--- src/rtl/ksa8_pkg.sv ---
// ----------------------------------------------------------------------------
// ksa8_pkg
//
// Purpose:
//   Shared definitions for the KSA8 response checker and the benches that
//   drive it.
//
// Contents:
//   KSA_W        operand width of the Kogge-Stone adder (8)
//   RES_W        result width {cout,sum[7:0]} (9)
//   chk_state_t  checker control states
//   ksa_golden() reference result a + b + cin, RES_W bits wide
// ----------------------------------------------------------------------------
package ksa8_pkg;

  localparam int KSA_W = 8;
  localparam int RES_W = KSA_W + 1;

  typedef enum logic [1:0] {
    ST_IDLE  = 2'd0,
    ST_RUN   = 2'd1,
    ST_DRAIN = 2'd2,
    ST_DONE  = 2'd3
  } chk_state_t;

  // Reference sum. Both operands are zero-extended so the carry-out lands in
  // the top bit, matching the adder's {cout,sum} bit ordering.
  function automatic logic [RES_W-1:0] ksa_golden(
    input logic [KSA_W-1:0] a,
    input logic [KSA_W-1:0] b,
    input logic             cin
  );
    return {1'b0, a} + {1'b0, b} + {{KSA_W{1'b0}}, cin};
  endfunction

endpackage : ksa8_pkg

--- src/rtl/ksa8_result_checker_exp_pipe.sv ---
// ----------------------------------------------------------------------------
// exp_pipe
//
// Purpose:
//   LATENCY-deep shift register carrying a valid bit plus the 9-bit expected
//   result for each accepted operand vector. An entry pushed at edge k sits
//   in the last stage during the cycle after edge k+LATENCY-1, so it is
//   consumed at edge k+LATENCY.
//
// Ports:
//   clk         in   sole clock, rising edge
//   rst_n       in   synchronous active-low reset, clears all stages
//   flush       in   synchronous clear of every valid bit
//   push_valid  in   write an entry into stage 0 this cycle
//   push_data   in   RES_W expected result for the pushed entry
//   out_valid   out  last stage holds a valid entry
//   out_data    out  expected result held in the last stage
//   any_valid   out  at least one stage holds a valid entry
//
// Parameters:
//   LATENCY     pipe depth, 1..16
// ----------------------------------------------------------------------------
module exp_pipe
  import ksa8_pkg::*;
#(
  parameter int LATENCY = 2
) (
  input  logic             clk,
  input  logic             rst_n,
  input  logic             flush,
  input  logic             push_valid,
  input  logic [RES_W-1:0] push_data,
  output logic             out_valid,
  output logic [RES_W-1:0] out_data,
  output logic             any_valid
);

  logic [LATENCY-1:0] vld_q;
  logic [LATENCY-1:0] vld_d;
  logic [RES_W-1:0]   dat_q [LATENCY];
  logic [RES_W-1:0]   dat_d [LATENCY];

  // The pipe advances every cycle with no stall, so a bubble is simply a
  // stage whose valid bit is low. Flush only clears valids; stale data in
  // an invalid stage is never looked at.
  always_comb begin
    vld_d    = vld_q;
    dat_d    = dat_q;
    vld_d[0] = push_valid;
    dat_d[0] = push_data;
    for (int i = 1; i < LATENCY; i++) begin
      vld_d[i] = vld_q[i-1];
      dat_d[i] = dat_q[i-1];
    end
    if (flush) begin
      vld_d = '0;
    end
  end

  always_ff @(posedge clk) begin
    if (!rst_n) begin
      vld_q <= '0;
      for (int i = 0; i < LATENCY; i++) begin
        dat_q[i] <= '0;
      end
    end else begin
      vld_q <= vld_d;
      dat_q <= dat_d;
    end
  end

  assign out_valid = vld_q[LATENCY-1];
  assign out_data  = dat_q[LATENCY-1];
  assign any_valid = |vld_q;

endmodule : exp_pipe

--- config.mk ---
export PLATFORM = sky130hd
export DESIGN_NAME = exp_pipe
export DESIGN_NICKNAME = d
export VERILOG_FILES = /design/src/rtl/ksa8_pkg.sv /design/src/rtl/ksa8_result_checker_exp_pipe.sv
export SDC_FILE = /design/constraint.sdc
export NUM_CORES = 1
export LEC_CHECK = 0
export ABC_AREA = 0
export BUFFER_PORTS_ARGS = -buffer_cell sky130_fd_sc_hd__buf_4
export CAP_MARGIN = 20
export CELL_PAD_IN_SITES_DETAIL_PLACEMENT = 1
export CELL_PAD_IN_SITES_GLOBAL_PLACEMENT = 1
export CORE_UTILIZATION = 35
export CTS_CLUSTER_DIAMETER = 60
export DETAILED_ROUTE_END_ITERATION = 10
export PLACE_DENSITY = 0.82
export SLEW_MARGIN = 25
export SYNTH_ARGS = -nofsm -noshare
export SYNTH_HDL_FRONTEND = slang
export SYNTH_SLANG_ARGS = --single-unit
--- constraint.sdc ---
create_clock -name clk -period 2 [get_ports clk]
set_clock_uncertainty 0.1 [all_clocks]
set_input_delay 0.1 -clock clk [delete_from_list [all_inputs] [get_ports clk]]
set_output_delay 0.1 -clock clk [all_outputs]
set_load 0.005 [all_outputs]
* Yosys cells after proc, flatten, opt, wreduce, memory -nomap -nowiden
Index checks and enable logic that the tools add are counted.
** Storage, ports and cells
- Input port bits :: 13
- Bits in read-only memories :: 0
- Output and inout port bits :: 11
- Register bits :: 20
- Bits in latches :: 0
- Memories :: 0
- Bits in writable memories :: 0
** Operators by class
- Equality and inequality tests :: 0
- $add $sub $neg :: 0
- Divide/modulo/power cells :: 0
- Mux-type cells :: 0
- Bitwise gates (word level) :: 1
- Order comparisons :: 0
- Shift operators :: 0
- Reduce and logical (&&, ||, !) cells :: 2
- Multiply operators :: 0
** Operator list (number)
- $reduce_or A2 Y1 :: 2
- $not A1 Y1 :: 1

* Longest topological paths before layout
- Word-level depth :: 2
- Mapped depth :: 2
- Mapped depth without buffers :: 1

* Worst setup path after synthesis
Ideal clock, no wire load.
- Kind :: reg2out
- Start :: register vld_q[1]
- End :: output any_valid
- Path buffers :: 0
- Cell stages (with the launch flop) :: 2
- Slack :: 1.212 ns
- Data arrival time :: 0.588 ns
- Cell sequence :: dfxtp_1 -> or2_2
** Between the ends
- Longest elaborated chain between the ends :: 1
** RTL lines
- start: declaration :: RTL line ksa8_result_checker_exp_pipe.sv:38 : logic [LATENCY-1:0] vld_q;
- start signal: assignment :: RTL line ksa8_result_checker_exp_pipe.sv:67 : vld_q <= vld_d;
- $reduce_or A2 Y1 :: RTL line ksa8_result_checker_exp_pipe.sv:74 : assign any_valid = |vld_q;
- end: declaration :: RTL line ksa8_result_checker_exp_pipe.sv:35 : output logic any_valid
Every way passes these cells.

* Worst setup path after layout
- Start :: input push_valid
- End :: register vld_q[0]
** RTL lines
- start: declaration :: RTL line ksa8_result_checker_exp_pipe.sv:31 : input logic push_valid,
No word-level cell between the ends.

==> flow_summary.json <==
{
  "synthTopCellsByCount": "20 x dfxtp_1, 10 x and2_1, 8 x and2_2",
  "synth.area.mux_share": 0,
  "syn-num-nets": 56,
  "ys_warn_count": 0,
  "dieWidth_um": 41.9,
  "die_h_um": 41.9,
  "path_clk_slew_ps": 100,
  "routed.top_layer": "met4",
  "core_area_um2": 1490,
  "clkLatencyLatePin_ps": 280,
  "critPathSlowestCell": "dlygate4sd3_1",
  "cpMostUsedCell": "dlygate4sd3_1",
  "p_per_area_nw_per_um2": 791,
  "synthArstFlopShare": 0,
  "crit_type": "input port to register",
  "avgSynthCellArea_um2": 12.9,
  "grt_pass1_wl_um": 1690,
  "synthDistinctLibCells": 6,
  "max-slew-margin-rel": 0.907,
  "routed_wirelength_um": 994,
  "crit_fanout": 1,
  "hold_violations": 0,
  "syn-cell-area_um2": 557,
  "drc_errors": 0,
  "die-area_um2": 1750,
  "cts_root_buf": "clkbuf_4",
  "route.vias.total": 413,
  "grt_max_degree": 21,
  "cp-start-kind": "input port",
  "cp.required_ps": 2080,
  "drt_iter0_drc": 4,
  "final_cells": 96,
  "p_leak_nw": 0.430,
  "setup_tns_ps": 0,
  "vdd.ir_drop.worst_uv": 481,
  "synth-seq-area-share": 0.719,
  "wl_per_cell_um": 10.4,
  "path_cells": "dlygate4sd3_1 > buf_4 > and3b_1 > dlygate4sd3_1",
  "drt-vias-per-instance": 4.30,
  "cts-buffers-inserted": 3,
  "rsz0062_at_grt": "no",
  "clk_path_buf_depth": 2,
  "rows": 14,
  "synth_top_cell_area_share": 0.719,
  "synth-xor-area-share": 0,
  "wl_met1_um": 400,
  "grt-ovfl-total": 0,
  "layout.nets": 94,
  "dp_cells": 80,
  "post_cts_resize_count": 0,
  "grt.total_usage": 0.131,
  "synth-compound-area-share": 0,
  "post_cts_buffers": 0,
  "hold_path.class": "input port to register",
  "worst-endpoint-arrival_ps": 1440,
  "io_pins": 24,
  "tightest_slew_ps": 140,
  "first_global_vias": 436,
  "setup_violations": 0,
  "portBuffers": 23,
  "synthFlopType": "dfxtp_1",
  "cts_tree": "yes",
  "yosysTopAreaCell": "dfxtp_1",
  "worstSetupEndpointType": "register",
  "synth_cells": 43,
  "drive_gt1_frac": 0.450,
  "fin_util": 0.602,
  "synthSimpleGateAreaFrac": 0.263,
  "fmax_ghz": 0.737,
  "clock-sinks": 20,
  "synthAdderAreaFrac": 0,
  "drv_slew": 0,
  "wl_met2_um": 550,
  "wl_met3_um": 35,
  "areaGrowthSynthToFinish_pct": 60.9,
  "gp_congestion": 0.589,
  "min_period_ps": 1360,
  "synth_top_cells_by_area": "dfxtp_1 72%, and2_1 11%, and2_2 11%",
  "synth_edf_count": 0,
  "ant_nets": 0,
  "yosysMostFrequentCell": "dfxtp_1",
  "outcome": "finished, final reports clean",
  "firstDrtPassIters": 3,
  "cap_violations": 0,
  "cpPeakStageDelay_ps": 540,
  "ys_ff_latch": 20,
  "initial_core_util": 0.374,
  "diodes": 0,
  "htree_levels": 1,
  "synth_top_family_by_area": "simple AND/OR/NAND/NOR gates",
  "finalCritPeriodShare": 0.679,
  "antenna_found_initial": 0
}
report_power, final:
part	switching (W)	internal, W
logic	0.0000177	0.0000501
clock network	0.000110	0.000111
registers	0.00000432	0.000416
through the flow:
stage	hold WS, ps	cell area (um^2)	worst slack (ps)	total power, W
after global routing	49.5	896	639	0.000744
after floorplan	127	557	1210	0.000447
after global placement	208	739	1110	0.000477
final	40.1	896	643	0.000709
after CTS	35.2	896	651	0.000719
after detailed placement	213	739	1060	0.000480
cell type report:
cell class | instances | area, um^2
repair buffers | 35 | 293
fillers | 151 | 593
flip-flops and latches | 20 | 400
well taps | 16 | 20.0
multi-input cells | 21 | 146
clock buffers | 4 | 36.3
worst paths after layout:
kind	from	to	slack [ps]	depth (start not counted)
max	push_valid	vld_q[0]	640	4
min	rst_n	out_data[6]	40	2
max reg2reg	vld_q[0]	vld_q[1]	1300	1
min reg2reg	dat_d[3]	out_data[3]	340	1
worst max-delay path: cells and delay by family:
family / cells / cell delay [ps]
simple gates: 1 / 140
buf+inv: 3 / 1200
routing by layer:
metal	vias to the layer above	GRT usage
li1	203	-
met1	195	0.134
met2	13	0.241
met3	2	0.0261
met4	0	0.0774
met5	-	0
placed cells by master, fill, tap and decap left out:
cell type / Yosys / routed
or2_2: 1 / 1
clkbuf_4: 0 / 3
and2_2: 8 / 8
dfxtp_1: 20 / 20
buf_4: 0 / 23
and2_1: 10 / 10
dlygate4sd3_1: 0 / 12
and3b_1: 2 / 2
clkbuf_8: 0 / 1
state kept, by name, summed over array words and instances, names as in the netlist:
name,cells
out_data,9
vld_q,2
dat_d,9
cell families after synthesis:
family        Yosys count
buf+inv                 2
flops                  20
simple gates           21
repair_timing:
action	4_1_cts	5_1_grt
endpoints found under the hold margin	11	0
hold buffers	12	0
endpoints found under the setup margin	0	0
(Power assumes the default switching activity.)
